**src/rtl/sd_card_pkg.sv**
```systemverilog
`default_nettype none
// ============================================================================
// sd_card_pkg : shared types and R1 field helpers for SD card state control
// Revision    : 1.0
// ============================================================================
package sd_card_pkg;

  typedef enum logic [3:0] {
    CS_IDLE  = 4'd0,
    CS_READY = 4'd1,
    CS_IDENT = 4'd2,
    CS_STBY  = 4'd3,
    CS_TRAN  = 4'd4,
    CS_DATA  = 4'd5,
    CS_RCV   = 4'd6,
    CS_PRG   = 4'd7,
    CS_DIS   = 4'd8
  } card_state_e;

  typedef enum logic [2:0] {
    FC_NONE          = 3'd0,
    FC_BUSY_TMO      = 3'd1,
    FC_ILLEGAL_STATE = 3'd2,
    FC_RETRIES       = 3'd3,
    FC_RESP_TMO      = 3'd4,
    FC_R1_ERROR      = 3'd5
  } fail_code_e;

  typedef enum logic [3:0] {
    ST_IDLE       = 4'd0,
    ST_DELAY      = 4'd1,
    ST_BUSY_WAIT  = 4'd2,
    ST_SEND_CMD13 = 4'd3,
    ST_GET_CMD13  = 4'd4,
    ST_EVAL       = 4'd5,
    ST_SEND_CMD7  = 4'd6,
    ST_GET_CMD7   = 4'd7,
    ST_PASS       = 4'd8,
    ST_FAIL       = 4'd9
  } ctrl_state_e;

  localparam logic [5:0] CMD_SELECT      = 6'd7;
  localparam logic [5:0] CMD_SEND_STATUS = 6'd13;

  localparam int R1_STATE_HI = 20;
  localparam int R1_STATE_LO = 17;
  localparam int R1_ERR_HI   = 39;
  localparam int R1_ERR_LO   = 27;

  function automatic card_state_e r1_state(input logic [47:0] resp);
    return card_state_e'(resp[R1_STATE_HI:R1_STATE_LO]);
  endfunction

  function automatic logic r1_has_error(input logic [47:0] resp);
    return |resp[R1_ERR_HI:R1_ERR_LO];
  endfunction

endpackage
`default_nettype wire

```
**src/rtl/sd_timeout_counter.sv**
```systemverilog
`default_nettype none
// ============================================================================
// sd_timeout_counter : saturating cycle counter with two selectable limits
// Revision           : 1.0
// ============================================================================
module sd_timeout_counter #(
  parameter int WIDTH   = 16,
  parameter int LIMIT_A = 65535,
  parameter int LIMIT_B = 256
) (
  input  logic clk,
  input  logic rst,
  input  logic clr_i,
  input  logic en_i,
  input  logic use_b_i,
  output logic expired_o
);

  localparam logic [WIDTH-1:0] LAST_A = WIDTH'(LIMIT_A - 1);
  localparam logic [WIDTH-1:0] LAST_B = WIDTH'(LIMIT_B - 1);

  logic [WIDTH-1:0] count_q;
  logic [WIDTH-1:0] last;

  assign last      = use_b_i ? LAST_B : LAST_A;
  assign expired_o = (count_q == last);

  // Holds at the limit so expired stays asserted until the owner clears it.
  always_ff @(posedge clk or posedge rst) begin
    if (rst) begin
      count_q <= '0;
    end else if (clr_i) begin
      count_q <= '0;
    end else if (en_i && !expired_o) begin
      count_q <= count_q + 1'b1;
    end
  end

endmodule
`default_nettype wire

```
**src/rtl/sd_card_state_ctrl.sv**
```systemverilog
`default_nettype none
// ============================================================================
// sd_card_state_ctrl : drives an SD card into TRAN or STBY using CMD13 / CMD7
// Revision           : 1.0
// ============================================================================
module sd_card_state_ctrl
  import sd_card_pkg::*;
#(
  parameter int DELAY_CYCLES   = 31,
  parameter int RESP_TIMEOUT   = 256,
  parameter int BUSY_TIMEOUT   = 65535,
  parameter int MAX_RETRIES    = 3,
  parameter int CHECK_ERR_BITS = 1
) (
  input  logic        clk,
  input  logic        rst,
  input  logic        Req_En,
  input  logic        Target_Sel,
  output logic        Done,
  output logic        Fail,
  output logic [2:0]  Fail_Code,
  output logic [3:0]  Card_State,
  input  logic        Busy_Bit,
  input  logic [15:0] RCA_Addr,
  input  logic [47:0] Responce_R1_R3,
  output logic [5:0]  CMD_ID,
  output logic [7:0]  Arg1,
  output logic [7:0]  Arg2,
  output logic [7:0]  Arg3,
  output logic [7:0]  Arg4,
  output logic        Send_CMD_En,
  output logic        Get_CMD_En,
  input  logic        Send_CMD_Complite,
  input  logic        Get_CMD_Complite
);

  localparam int TMO_MAX = (BUSY_TIMEOUT > RESP_TIMEOUT) ? BUSY_TIMEOUT : RESP_TIMEOUT;
  localparam int TMO_W   = $clog2(TMO_MAX + 1);
  localparam int DLY_W   = (DELAY_CYCLES > 1) ? $clog2(DELAY_CYCLES) : 1;
  localparam int RTY_W   = $clog2(MAX_RETRIES + 2);

  localparam logic [DLY_W-1:0] DLY_LAST = DLY_W'(DELAY_CYCLES - 1);
  localparam logic [RTY_W-1:0] RTY_MAX  = RTY_W'(MAX_RETRIES);

  ctrl_state_e      state_q;
  logic             target_q;
  logic [RTY_W-1:0] retry_q;
  logic [DLY_W-1:0] dly_q;
  logic             done_q;
  logic             fail_q;
  fail_code_e       fail_code_q;
  card_state_e      card_state_q;
  logic [5:0]       cmd_id_q;
  logic [7:0]       arg1_q;
  logic [7:0]       arg2_q;
  logic [7:0]       arg3_q;
  logic [7:0]       arg4_q;
  logic             send_en_q;
  logic             get_en_q;

  logic        abort;
  logic        tmo_en;
  logic        tmo_expired;
  card_state_e tgt_state;
  logic        need_cmd7;
  logic        transient;
  logic        retry_ok;
  logic        resp_err;
  logic        unused_resp;

  assign abort     = !Req_En && !(state_q inside {ST_IDLE, ST_PASS, ST_FAIL});
  assign tmo_en    = state_q inside {ST_BUSY_WAIT, ST_GET_CMD13, ST_GET_CMD7};
  assign tgt_state = target_q ? CS_STBY : CS_TRAN;
  assign need_cmd7 = (!target_q && card_state_q == CS_STBY) ||
                     ( target_q && card_state_q == CS_TRAN);
  assign transient = card_state_q inside {CS_DATA, CS_RCV, CS_PRG};
  assign retry_ok  = (retry_q < RTY_MAX);
  assign resp_err  = (CHECK_ERR_BITS != 0) && r1_has_error(Responce_R1_R3);

  assign unused_resp = ^{Responce_R1_R3[47:40], Responce_R1_R3[26:21], Responce_R1_R3[16:0]};

  // Timed states are never adjacent, so clearing whenever idle gives a fresh count on entry.
  sd_timeout_counter #(
    .WIDTH   (TMO_W),
    .LIMIT_A (BUSY_TIMEOUT),
    .LIMIT_B (RESP_TIMEOUT)
  ) u_timeout (
    .clk       (clk),
    .rst       (rst),
    .clr_i     (!tmo_en),
    .en_i      (tmo_en),
    .use_b_i   (state_q != ST_BUSY_WAIT),
    .expired_o (tmo_expired)
  );

  always_ff @(posedge clk or posedge rst) begin
    if (rst) begin
      state_q      <= ST_IDLE;
      target_q     <= 1'b0;
      retry_q      <= '0;
      dly_q        <= '0;
      done_q       <= 1'b0;
      fail_q       <= 1'b0;
      fail_code_q  <= FC_NONE;
      card_state_q <= CS_IDLE;
      cmd_id_q     <= '0;
      arg1_q       <= '0;
      arg2_q       <= '0;
      arg3_q       <= '0;
      arg4_q       <= '0;
      send_en_q    <= 1'b0;
      get_en_q     <= 1'b0;
    end else if (abort) begin
      send_en_q <= 1'b0;
      get_en_q  <= 1'b0;
      dly_q     <= '0;
      state_q   <= ST_IDLE;
    end else begin
      case (state_q)
        ST_IDLE: begin
          if (Req_En) begin
            target_q    <= Target_Sel;
            retry_q     <= '0;
            fail_code_q <= FC_NONE;
            dly_q       <= '0;
            state_q     <= ST_DELAY;
          end
        end

        ST_DELAY: begin
          if (dly_q == DLY_LAST) begin
            dly_q   <= '0;
            state_q <= ST_BUSY_WAIT;
          end else begin
            dly_q <= dly_q + 1'b1;
          end
        end

        ST_BUSY_WAIT: begin
          if (Busy_Bit) begin
            cmd_id_q           <= CMD_SEND_STATUS;
            {arg1_q, arg2_q}   <= RCA_Addr;
            arg3_q             <= '0;
            arg4_q             <= '0;
            send_en_q          <= 1'b1;
            state_q            <= ST_SEND_CMD13;
          end else if (tmo_expired) begin
            fail_code_q <= FC_BUSY_TMO;
            state_q     <= ST_FAIL;
          end
        end

        ST_SEND_CMD13: begin
          if (Send_CMD_Complite) begin
            send_en_q <= 1'b0;
            get_en_q  <= 1'b1;
            state_q   <= ST_GET_CMD13;
          end
        end

        ST_GET_CMD13: begin
          if (Get_CMD_Complite) begin
            get_en_q     <= 1'b0;
            card_state_q <= r1_state(Responce_R1_R3);
            state_q      <= ST_EVAL;
          end else if (tmo_expired) begin
            get_en_q    <= 1'b0;
            fail_code_q <= FC_RESP_TMO;
            state_q     <= ST_FAIL;
          end
        end

        ST_EVAL: begin
          if (resp_err) begin
            fail_code_q <= FC_R1_ERROR;
            state_q     <= ST_FAIL;
          end else if (card_state_q == tgt_state) begin
            state_q <= ST_PASS;
          end else if (need_cmd7 || transient) begin
            if (!retry_ok) begin
              fail_code_q <= FC_RETRIES;
              state_q     <= ST_FAIL;
            end else if (need_cmd7) begin
              // Deselect addresses RCA 0 so every card drops to STBY.
              cmd_id_q         <= CMD_SELECT;
              {arg1_q, arg2_q} <= target_q ? 16'h0000 : RCA_Addr;
              arg3_q           <= '0;
              arg4_q           <= '0;
              send_en_q        <= 1'b1;
              state_q          <= ST_SEND_CMD7;
            end else begin
              retry_q <= retry_q + 1'b1;
              state_q <= ST_DELAY;
            end
          end else begin
            fail_code_q <= FC_ILLEGAL_STATE;
            state_q     <= ST_FAIL;
          end
        end

        ST_SEND_CMD7: begin
          if (Send_CMD_Complite) begin
            send_en_q <= 1'b0;
            if (!target_q) begin
              get_en_q <= 1'b1;
              state_q  <= ST_GET_CMD7;
            end else begin
              retry_q <= retry_q + 1'b1;
              state_q <= ST_DELAY;
            end
          end
        end

        ST_GET_CMD7: begin
          if (Get_CMD_Complite) begin
            get_en_q <= 1'b0;
            retry_q  <= retry_q + 1'b1;
            state_q  <= ST_DELAY;
          end else if (tmo_expired) begin
            get_en_q    <= 1'b0;
            fail_code_q <= FC_RESP_TMO;
            state_q     <= ST_FAIL;
          end
        end

        ST_PASS: begin
          if (!Req_En) begin
            done_q  <= 1'b0;
            state_q <= ST_IDLE;
          end else begin
            done_q <= 1'b1;
          end
        end

        ST_FAIL: begin
          if (!Req_En) begin
            fail_q      <= 1'b0;
            fail_code_q <= FC_NONE;
            state_q     <= ST_IDLE;
          end else begin
            fail_q <= 1'b1;
          end
        end

        default: state_q <= ST_IDLE;
      endcase
    end
  end

  assign Done        = done_q;
  assign Fail        = fail_q;
  assign Fail_Code   = fail_code_q;
  assign Card_State  = card_state_q;
  assign CMD_ID      = cmd_id_q;
  assign Arg1        = arg1_q;
  assign Arg2        = arg2_q;
  assign Arg3        = arg3_q;
  assign Arg4        = arg4_q;
  assign Send_CMD_En = send_en_q;
  assign Get_CMD_En  = get_en_q;

endmodule
`default_nettype wire

```
**config.mk**
```make
export PLATFORM = sky130hd
export DESIGN_NAME = sd_card_state_ctrl
export DESIGN_NICKNAME = d
export VERILOG_FILES = /design/src/rtl/sd_card_pkg.sv /design/src/rtl/sd_timeout_counter.sv /design/src/rtl/sd_card_state_ctrl.sv
export SDC_FILE = /design/constraint.sdc
export NUM_CORES = 1
export LEC_CHECK = 0
export ABC_AREA = 1
export BUFFER_PORTS_ARGS = -buffer_cell sky130_fd_sc_hd__buf_2
export CORE_ASPECT_RATIO = 2
export CORE_MARGIN = 2
export CORE_UTILIZATION = 30
export CTS_CLUSTER_SIZE = 14
export DETAILED_ROUTE_END_ITERATION = 8
export GPL_ROUTABILITY_DRIVEN = 1
export PLACE_DENSITY = 0.63
export SYNTH_ARGS = -nofsm -noshare
export SYNTH_HDL_FRONTEND = slang
export SYNTH_SLANG_ARGS = --single-unit
```
**constraint.sdc**
```tcl
create_clock -name clk -period 3.8 [get_ports clk]
set_clock_uncertainty 0.1 [all_clocks]
set_input_delay 0.38 -clock clk [delete_from_list [all_inputs] [get_ports clk]]
set_output_delay 0.38 -clock clk [all_outputs]
set_load 0.005 [all_outputs]
```
---- After elaboration in Yosys (flattened, before gate mapping) ----
Index checks and enable logic that the tools add are counted.
storage, ports and cells
  flip-flop bits (word level) ............. 70
  input bits .............................. 71
  output and inout bits ................... 49
  logic and storage cells ................. 197
cells by class
  $add $sub $neg .......................... 3
  order comparisons ....................... 1
  equality and inequality tests ........... 51
  multiplexer cells ....................... 91
  bitwise gates (word level) .............. 1
  reduce and logical (&&, ||, !) cells .... 35
operator list
  cell                     count
  $mux W8                  18
  $mux W16                 4
  $mux W3                  21
  $mux W4                  14
  $pmux W8 S2              3
  $mux W6                  6
  $ne A3 B3 Y1 const B     12
  $pmux W4 S9              1
  $eq A4 B3 Y1 const B     8
  $ne A2 B2 Y1 const B     15
  $add A16 B1 Y16 const B  1
  $eq A16 B16 Y1           1
  $reduce_and A8 Y1        2
  $mux W1                  15
  $mux W5                  3
  $pmux W3 S5              1
  $reduce_or A13 Y1        1
  $eq A4 B2 Y1 const B     3
  $pmux W3 S4              1
  $pmux W6 S2              1
  $reduce_bool A3 Y1       4
  $reduce_bool A4 Y1       3
  $reduce_and A11 Y1       1
  $pmux W5 S2              1
  other kinds (26)         42

---- Depth between registers and ports, before layout ----
Gate-level depths: netlist (run 1).
  depth in word-level cells ............... 10
  mapped depth ............................ 11
  depth with buffers taken out ............ 11

---- By module ----
Synthesis (run 1) repeated with hierarchy kept, for this count alone.
second synthesis, totals
  cells, all modules ...................... 594
  area total of the unflattened synthesis .. 4018.9 µm²
by module, submodules not included
  module              times used  cells each  area each (µm²)  seq. area each (µm²)
  sd_card_state_ctrl  1           420         2854.0           1076.0
  sd_timeout_counter  1           174         1164.9           400.4

---- Worst setup path before layout (run 1) ----
OpenSTA, ideal clock, no wires.
  path kind ............................... register to register
  start point ............................. reg state_q[3]
  end point ............................... reg cmd_id_q[3], in the netlist CMD_ID[3]
  library setup time ...................... 0.117 ns
  arrival time ............................ 1.507 ns
  required time ........................... 3.583 ns
  setup slack ............................. 2.076 ns
  stages on the path, launching flop included .. 10
  path buffers ............................ 1
  period minus slack after synthesis ...... 1.724 ns
  path through ............................ dfrtp_1 > nor2_1 > nand2_1 > nand3_2 > nand2_2 > nor2_8 > nand2_2 > buf_6 > nand2_1 > nand2_1
on the way
  word-level cells in the longest chain between the ends .. 6
  elaborated cells on any way between the ends .. 18
  those cells by class .................... 10 x eq/ne; 1 x mux; 1 x bitwise; 6 x reduce/logical
RTL lines
  item                                                     line                       source
  start, declared                                          sd_card_state_ctrl.sv:45   ctrl_state_e state_q;
  start signal, assigned                                   sd_card_state_ctrl.sv:98   state_q <= ST_IDLE;
  start signal, assigned                                   sd_card_state_ctrl.sv:117  state_q <= ST_IDLE;
  start signal, assigned                                   sd_card_state_ctrl.sv:126  state_q <= ST_DELAY;
  $eq A4 B4 Y1 / $logic_not A4 Y1 (equally long branches)  sd_card_state_ctrl.sv:71   assign abort = !Req_En && !(state_q inside {ST_IDLE, ST_PASS, ST_FAIL});
  $reduce_bool A3 Y1                                       sd_card_state_ctrl.sv:71
  $logic_not A1 Y1                                         sd_card_state_ctrl.sv:71
  $logic_and A1 B1 Y1                                      sd_card_state_ctrl.sv:71
  $not A1 Y1 (no line)                                     -
  $reduce_and A8 Y1 (no line)                              -
  end signal, assigned                                     sd_card_state_ctrl.sv:106  cmd_id_q <= '0;
  end signal, assigned                                     sd_card_state_ctrl.sv:141  cmd_id_q <= CMD_SEND_STATUS;
  end signal, assigned                                     sd_card_state_ctrl.sv:185  cmd_id_q <= CMD_SELECT;
  end, declared                                            sd_card_state_ctrl.sv:53   logic [5:0] cmd_id_q;
Several ways; a longest one is shown, not always the timed one.
A chain may end at the register's enable or synchronous reset.

---- Final worst setup path (run 1) ----
  start point ............................. reg state_q[3]
  end point ............................... reg arg2_q[0], in the netlist Arg2[0]
on the way
  word-level cells in the longest chain between the ends .. 6
  elaborated cells on any way between the ends .. 18
  those cells by class .................... 10 x eq/ne; 1 x mux; 1 x bitwise; 6 x reduce/logical
RTL lines
  item                                                     line                       source
  $eq A4 B4 Y1 / $logic_not A4 Y1 (equally long branches)  sd_card_state_ctrl.sv:71
  $reduce_bool A3 Y1                                       sd_card_state_ctrl.sv:71
  $logic_not A1 Y1                                         sd_card_state_ctrl.sv:71
  $logic_and A1 B1 Y1                                      sd_card_state_ctrl.sv:71
  $not A1 Y1 (no line)                                     -
  $reduce_and A8 Y1 (no line)                              -
  end signal, assigned                                     sd_card_state_ctrl.sv:142  {arg1_q, arg2_q} <= RCA_Addr;
  end signal, assigned                                     sd_card_state_ctrl.sv:186  {arg1_q, arg2_q} <= target_q ? 16'h0000 : RCA_Addr;
  end, declared                                            sd_card_state_ctrl.sv:55   logic [7:0] arg2_q;
Several ways; a longest one is shown, not always the timed one.

==> metrics.txt, run 1 <==
dpl hpwl 8.500 mm; syn avg cell area 7.210 um2; post-synthesis sequential area ratio 0.3953; Worst Hold Class in -> async; DR vias/cell just under 5; Tcrit/Tclk final 0.6737; f_max 0.3906 GHz; PwrDens 677.1 nW/um2; Routed WL ~11 mm; critical path class reg -> reg; synthesized netlist cell count 518; critical path's slowest cell dfrtp_1; RSZ-0062 raised after global routing false; number of global-route vias before repair approximately 3700; # diodes 0; clk_lat worst skew 0.34 ns; CTS Hold Buffers Added 0; CTS clk-pin slew, worst paths 0.05 ns; cts repair resizes 0; clock share of power 0.331; Critical Path RT 3.92 ns; CP most frequent cell nand2_1; largest net degree at the start of global routing 34; Area after DPL 4145 um2; critical path capture point type flop; Mapped Area between 3000 and 4000 um2; routed len/inst 14.23 um; Comb power frac 0.370; Int Power 1.871 mW; Synth Register Bits 59; CTS tree yes; die height 161.8 um; die area 13410 um2; Yosys warning count 0; DRC viols 0; routed vias 3599; Max FO, Critical Path 20; Slew HR 0.5262; crit path cell chain nor2_1, nand2_1, nand3_2, nand2_2, nor2_8, nand2_2, nand2_1, nand2_1; commonest non-fill, non-tap cells in the layout nand2_1, buf_2, nor2_1, dfrtp_1, nand3_1; GRT Overall Usage 0.1636; setup TNS 0 ns; CTS H-tree depth 3; Final Cell Area 4511 um2; static leakage 2.458 nW; postcts setup bufs 0; gp weighted congestion a little over 0.9; status finished, final reports clean; clk buf depth 2; Worst R2R End Arg2[0]$_DFFE_PP0P_; DIE WIDTH a little over 80 um; antenna-violating nets left 0; reg2reg setup slack roughly 1.2 ns; most common cell after layout, fill and taps aside nand2_1; drt initial violations 243; Final Slew Violations 0; Switch Pwr 1.183 mW; FP Rows 57; antenna violations before repair 0; Crit path largest cell delay 0.43 ns; Core Area 12120 um2; Port Buffers 70; Arr. time, crit path 2.68 ns; Cell variety after synth 37; Ports 120; Clock Sinks just under 60; global route total overflow 0; CTS Buf Count 9; Initial Utilization 0.3080; final count of hold timing violations 0; final setup violating endpoints 0; first-pass GRT wire length 17.50 mm; switching share of power 0.3875; reg2reg path depth 8; share of cells above drive strength 1 0.2010; worst r2r src state_q[3]$_DFFE_PP0P_; VDD IR max 355.7 uV; worst-margin pin slew around 0.71 ns; CP Launch Type flop; first-pass iteration count of the detailed router 5; Final Net Count 667; minimum clock period 2.560 ns; area delta synth->final 20.77%; Seq pwr share 0.299; clock root cell clkbuf_16; max-cap violation count 0
-- sequential cells by signal, indices dropped and copies added, names as in the netlist, 3 cells and up --
register,count
Arg1,8
Arg2,8
CMD_ID,3
Card_State,4
Fail_Code,3
dly_q,5
retry_q,3
state_q,4
u_timeout.count_q,16
-- synth_stat cells --
master	n	area share
o21ai_2	1	0.0023
nand3_1	56	0.075
inv_2	8	0.0080
xor2_1	6	0.014
nor2_2	3	0.0050
o21ai_0	9	0.012
a31oi_1	3	0.0050
buf_4	20	0.040
o211a_1	1	0.0027
nor3_2	1	0.0027
mux2_1	3	0.0090
nand3b_1	6	0.012
a21oi_4	1	0.0044
ha_1	4	0.013
a21oi_1	8	0.011
nand2_1	157	0.16
nor2_4	3	0.0090
a22oi_1	4	0.0080
and2_1	1	0.0017
nand2_2	6	0.010
nand2_4	2	0.0060
buf_6	4	0.012
nand4_2	1	0.0033
xnor2_1	2	0.0047
dfrtp_1	59	0.40
nor4_1	1	0.0017
o31ai_2	1	0.0033
clkinv_1	1	0.0010
buf_2	3	0.0040
nand3_2	3	0.0080
inv_1	45	0.045
conb_1	1	0.0010
nor2_8	1	0.0054
o21ai_1	11	0.015
nor2_1	67	0.067
nand4_1	10	0.017
nor3_1	5	0.0067
-- power groups by stage --
stage	logic, mW	clock network, mW	registers, mW
after floorplan	0.781	0	0.915
after global placement	1.12	0	0.917
after detailed placement	1.14	0	0.921
after CTS	1.14	1.02	0.914
after global routing	1.28	1.05	0.936
final	1.13	1.01	0.913
-- worst max path at each step --
stage	startpoint	end	slack, ns	cells past startpoint
after global routing	state_q[3]$_DFFE_PP0P_	Arg2[4]$_DFFE_PP0P_	1.05	8
final	state_q[3]$_DFFE_PP0P_	Arg2[0]$_DFFE_PP0P_	1.24	8
after floorplan	rst	Arg1[0]$_DFFE_PP0P_	1.86	1
after CTS	state_q[3]$_DFFE_PP0P_	Arg2[0]$_DFFE_PP0P_	1.19	8
after detailed placement	state_q[3]$_DFFE_PP0P_	Arg2[0]$_DFFE_PP0P_	1.22	8
after global placement	state_q[3]$_DFFE_PP0P_	Arg2[0]$_DFFE_PP0P_	1.21	8
-- final cells by class --
class	count	area [um2]
clock inverter	6	136.4
sequential	59	1476
clock buffer	10	229.0
fill	1330	7614
inverter	54	202.7
multi-input combinational	395	1909
timing repair buffer	73	372.9
tap	147	183.9
-- per-stage QoR --
step	worst slack (ns)	utilization	power, mW	instances	hold slack [ns]
2_1_floorplan	1.864	-	1.696	535	0.3635
4_1_cts	1.189	0.3720	3.079	744	0.05844
3_3_place_gp	1.208	0.3419	2.036	728	0.3531
6_report	1.240	0.3720	3.054	744	0.03890
5_1_grt	1.053	0.3720	3.268	744	0.09899
3_5_place_dp	1.218	0.3419	2.061	728	0.3568
-- cells by family (layout without fill, tap and decap cells) --
group           after synthesis  after routing  synth area share
buf+inv                      81            143            0.1105
mux                           3              3          0.009045
flops                        59             59            0.3953
fa+ha+maj                     4              4           0.01340
simple gates                323            323            0.3886
xor+xnor                      8              8           0.01876
compound gates               39             39           0.06332
other cells                   1             18          0.001004
-- metal layers --
metal  up-vias  routed length [um]  GRT usage
li1       1771                   -          -
met1      1694                3637     0.1520
met2        98                5962     0.3120
met3        36                 389    0.03608
met4         0                 596     0.1080
met5         -                   0          0
-- worst max-delay path, delay by kind of cell (launching register included) --
kind,cells,cell delay (ns)
AND/OR/NAND/NOR,8,1.89
flip-flops,1,0.43
Power figures use the tool's default switching activity.
==> run 2: changes to the inputs <==
--- a/config.mk
+++ b/config.mk
@@ -13,7 +13,7 @@
 export CTS_CLUSTER_SIZE = 14
 export DETAILED_ROUTE_END_ITERATION = 8
 export GPL_ROUTABILITY_DRIVEN = 1
-export PLACE_DENSITY = 0.63
+export PLACE_DENSITY = 0.65
 export SYNTH_ARGS = -nofsm -noshare
 export SYNTH_HDL_FRONTEND = slang
 export SYNTH_SLANG_ARGS = --single-unit
==> constraint.sdc (replaced) <==
create_clock -name clk -period 2.18 [get_ports clk]
set_clock_uncertainty 0.1 [all_clocks]
set_input_delay 0.218 -clock clk [delete_from_list [all_inputs] [get_ports clk]]
set_output_delay 0.218 -clock clk [all_outputs]
set_load 0.005 [all_outputs]
==> metrics.txt, run 2 (synthesis results as in run 1) <==
smallest setup slack after layout 0.1466 ns; max-cap violation count 0; share of cells above drive strength 1 0.2215; CTS Buf Count 9; Hold Crit Start Responce_R1_R3[18]; PwrDens around 1200 nW/um2; Comb power frac 0.395; Clock Sinks 59; placed cell count 740; critical path class reg -> reg; CTS tree yes; Routed WL between 10 and 15 mm; antenna-violating nets left 0; Final Cell Area 4661 um2; Tot Pwr 5.397 mW; Switch Pwr roughly 2.1 mW; clock root cell clkbuf_16; clk buf depth 2; clock share of power 0.307; DIE WIDTH 82.90 um; Min-Delay Endpoint Card_State[1]$_DFFE_PP0P_; Core Area 12120 um2; die height 161.8 um; antenna violations before repair 0; gp weighted congestion 0.9356; most common cell after layout, fill and taps aside nand2_1; Tcrit/Tclk final 0.9328; routed vias 3583; # diodes 0; Critical Path RT 2.36 ns; CP Launch Type flop; commonest non-fill, non-tap cells in the layout nand2_1, buf_2, nor2_1, dfrtp_1, nand3_1; hold path depth 2; RSZ-0062 raised after global routing false; Port Buffers 70; Hold Slack between 0.006 and 0.007 ns; DR vias/cell about 4.7; Int Power 3.307 mW; Final Non-Filler Cells roughly 760; max reg flops 16; largest net degree at the start of global routing 24; Largest Register u_timeout.count_q; routed len/inst 13.75 um; Final Net Count about 680; pre-CTS WS between 0.05 and 0.06 ns; final count of hold timing violations 0; status finished, final reports clean; final setup violating endpoints 0; clk_lat worst skew 0.34 ns; number of global-route vias before repair 3556; switching share of power 0.3872; reg2reg setup slack about 0.15 ns; worst r2r src state_q[0]$_DFFE_PP0P_; DRC viols 0; Seq pwr share 0.298; Filler cells 1309; Worst R2R End state_q[2]$_DFFE_PP0P_; drt initial violations 247; first-pass GRT wire length approximately 17 mm; Ports 120; VDD IR max about 570 uV; Final Slew Violations 0; critical path capture point type flop; Max FO, Critical Path 16; Initial Utilization 0.3080; CTS H-tree depth 3; setup TNS 0 ns; FP Rows between 50 and 60; dpl hpwl 8.321 mm; GRT Overall Usage 0.1620; Area after DPL about 4300 um2; minimum clock period 2.033 ns; CTS clk-pin slew, worst paths 0.06 ns; reg2reg path depth 9; area delta synth->final 24.79%; die area 13410 um2; Worst Hold Class in -> reg; fin util 0.3844; Arr. time, crit path 2.21 ns; static leakage between 2 and 3 nW; f_max 0.4918 GHz; global route total overflow 0; first-pass iteration count of the detailed router 4
==> run 2: cell count changes in the layout (fill, tap and decap cells not counted), sizes merged <==
cell and change:
buf +14, bufinv -1, clkbuf +2, dlygate4sd3 +3, inv -1
==> run 2: power by group through the flow <==
stage / sequential (mW) / combinational (mW) / clock, mW
after global routing: 1.65 / 2.42 / 1.74
after detailed placement: 1.61 / 2.10 / 0
final: 1.61 / 2.13 / 1.66
after global placement: 1.61 / 2.09 / 0
after CTS: 1.60 / 2.11 / 1.69
after floorplan: 1.59 / 1.36 / 0
==> run 2: how the worst max path moves through the flow <==
stage | depth (start not counted) | slack, ns | from | endpoint
2_1_floorplan | 1 | 0.41 | rst | Arg1[0]$_DFFE_PP0P_
3_3_place_gp | 9 | 0.005 | state_q[0]$_DFFE_PP0P_ | Arg1[3]$_DFFE_PP0P_
3_5_place_dp | 9 | 0.05 | state_q[0]$_DFFE_PP0P_ | CMD_ID[3]$_DFFE_PP0P_
4_1_cts | 9 | 0.03 | state_q[0]$_DFFE_PP0P_ | CMD_ID[3]$_DFFE_PP0P_
5_1_grt | 8 | 0.003 | state_q[3]$_DFFE_PP0P_ | dly_q[2]$_DFFE_PP0P_
6_report | 9 | 0.15 | state_q[0]$_DFFE_PP0P_ | state_q[2]$_DFFE_PP0P_
==> run 2: what timing repair did <==
| item | 4_1_cts | 5_1_grt |
|---|---|---|
| endpoints found under the setup margin | 0 | 32 |
| hold buffers | 3 | 0 |
| buffers inserted | 0 | 2 |
| gates resized for setup | 0 | 4 |
| hold endpoints to repair | 23 | 0 |
==> run 2: cell type report <==
cell class                 count  area, um2  share of cell area
multi-input combinational    395       1919              0.4118
sequential                    59       1478              0.3170
timing repair buffer          90      533.0              0.1144
clock buffer                  12      246.5             0.05289
inverter                      54      202.7             0.04349
tap                          147      183.9             0.03946
clock inverter                 4      97.59             0.02094
==> run 2: worst max-delay path, stage by stage, from the launching register on <==
cell and delay (ns):
dfrtp_1 0.52, nor2_4 0.11, nand2_1 0.20, nand3_2 0.15
buf_12 0.18, nand3_1 0.14, nand4_1 0.18, nor2_1 0.21
nand2_1 0.12, nand2_1 0.07
==> run 2: layer usage <==
| metal | wire length, um | global-route usage | vias up |
|---|---|---|---|
| met5 | 0 | 0 | - |
| met4 | 529 | 0.09687 | 0 |
| met3 | 397 | 0.03506 | 37 |
| met2 | 5810 | 0.3083 | 92 |
| met1 | 3723 | 0.1558 | 1648 |
| li1 | - | - | 1806 |
==> run 3: changes to the inputs <==
--- a/config.mk
+++ b/config.mk
@@ -6,6 +6,7 @@
 export NUM_CORES = 1
 export LEC_CHECK = 0
 export ABC_AREA = 1
+export ABC_CLOCK_PERIOD_IN_PS = 2180
 export BUFFER_PORTS_ARGS = -buffer_cell sky130_fd_sc_hd__buf_2
 export CORE_ASPECT_RATIO = 2
 export CORE_MARGIN = 2
@@ -14,6 +15,7 @@
 export DETAILED_ROUTE_END_ITERATION = 8
 export GPL_ROUTABILITY_DRIVEN = 1
 export PLACE_DENSITY = 0.65
+export RECOVER_POWER = 25
 export SYNTH_ARGS = -nofsm -noshare
 export SYNTH_HDL_FRONTEND = slang
 export SYNTH_SLANG_ARGS = --single-unit
==> metrics.txt, run 3 (synthesis results as in run 1) <==
status finished, final reports clean; critical path capture point type flop; clk_lat worst skew 0.34 ns; Multi-input gate area 1919 um2; Min-Delay Endpoint Card_State[1]$_DFFE_PP0P_; DRC viols 0; Largest Register u_timeout.count_q; CTS H-tree depth 3; routed len/inst 13.75 um; reg2reg setup slack 0.15 ns; # diodes 0; worst-margin pin slew 0.8689 ns; static leakage 2.513 nW; critical path class reg -> reg; Storage cell area 1478 um2; Final Non-Filler Cells 761; Ports 120; share of cells above drive strength 1 0.2068; hold path depth 2; clock root cell clkbuf_16; dpl hpwl ~8.3 mm; CTS clk-pin slew, worst paths 0.06 ns; Core Area 12120 um2; worst r2r src state_q[0]$_DFFE_PP0P_; antenna violations before repair 0; CTS Buf Count 9; smallest setup slack after layout 0.1471 ns; RSZ-0062 raised after global routing false; placed cell count 740; die area 13410 um2; area delta synth->final 24.52%; DR vias/cell 4.707; VDD IR max 574.5 uV; Max FO, Critical Path 16; PwrDens 1157 nW/um2; clk buf depth 2; Routed WL 10.46 mm; commonest non-fill, non-tap cells in the layout nand2_1, nor2_1, buf_2, dfrtp_1, nand3_1; routed vias 3582; drt initial violations ~260; Worst R2R End state_q[2]$_DFFE_PP0P_; f_max 0.4919 GHz; Initial Utilization 0.3080; minimum clock period 2.033 ns; final setup violating endpoints 0; FP Rows 57; GRT Overall Usage 0.1620; most common cell after layout, fill and taps aside nand2_1; DIE WIDTH 82.90 um; Port Buffers 70; Critical Path RT 2.36 ns; max reg flops 16; Tcrit/Tclk final 0.9325; Slew HR 0.4201; CP Launch Type flop; first-pass iteration count of the detailed router 4; Hold Slack 0.006473 ns; Final Net Count 684; CTS tree yes; gp weighted congestion 0.9356; final count of hold timing violations 0; setup TNS 0 ns; die height 161.8 um; Filler cells 1307; Final Slew Violations 0; largest net degree at the start of global routing 24; Worst Hold Class in -> reg; global route total overflow 0; reg2reg path depth 9; Clock Sinks just under 60; number of global-route vias before repair between 3000 and 4000; max-cap violation count 0; Arr. time, crit path 2.21 ns; Hold Crit Start Responce_R1_R3[18]; first-pass GRT wire length 17.08 mm; Tot Pwr ~5.4 mW; pre-CTS WS around 0.053 ns; antenna-violating nets left 0
## run 3: cell count changes in the layout (fill, tap and decap cells not counted)
cell	delta
clkbuf_1	+8
buf_2	-8
inv_2	-1
inv_1	+1
## run 3: power by group
part	total (mW)	internal (mW)	switching, mW
Clock	1.66	1.15	0.511
Sequential	1.61	1.38	0.229
Combinational	2.11	0.765	1.35
## run 3: final cells by class
class,instances,share of cell area
Clock buffer,12,0.05300
Clock inverter,4,0.02098
Inverter,54,0.04358
Multi-Input combinational cell,395,0.4127
Sequential cell,59,0.3177
Tap cell,147,0.03955
Timing Repair Buffer,90,0.1125
## run 3: through the flow
step | instance area (um2) | util
finish | 4651 | 0.3836
global route | 4651 | 0.3836
CTS | 4634 | 0.3823
detailed placement | 4260 | 0.3514
global placement | 4260 | 0.3514
floorplan | 3799 | -
## run 3: routing by layer
| layer | wire (um) | part of all wire | GRT usage |
|---|---|---|---|
| met1 | 3734 | 0.36 | 0.1558 |
| met2 | 5826 | 0.56 | 0.3083 |
| met3 | 370 | 0.035 | 0.03506 |
| met4 | 533 | 0.051 | 0.09687 |
| met5 | 0 | 0 | 0 |
## run 3: worst max-delay path by stage
stage,startpoint,endpoint,slack (ns),cells after the start
finish,state_q[0]$_DFFE_PP0P_,state_q[2]$_DFFE_PP0P_,0.15,9
global route,state_q[3]$_DFFE_PP0P_,dly_q[2]$_DFFE_PP0P_,0.003,8
CTS,state_q[0]$_DFFE_PP0P_,CMD_ID[3]$_DFFE_PP0P_,0.03,9
detailed placement,state_q[0]$_DFFE_PP0P_,CMD_ID[3]$_DFFE_PP0P_,0.05,9
global placement,state_q[0]$_DFFE_PP0P_,Arg1[3]$_DFFE_PP0P_,0.005,9
floorplan,rst,Arg1[0]$_DFFE_PP0P_,0.41,1
## run 3: critical path, cell delays in order (launching register included)
cell,delay (ns)
dfrtp_1,0.52
nor2_4,0.11
nand2_1,0.20
nand3_2,0.15
buf_12,0.19
nand3_1,0.14
nand4_1,0.18
nor2_1,0.21
nand2_1,0.12
nand2_1,0.07
## run 3: what timing repair did
item | in CTS | in global routing
hold endpoints to repair | 23 | 0
setup buffers | 0 | 2
hold buffers | 3 | 0
resized for setup | 0 | 4
setup endpoints to repair | 0 | 32
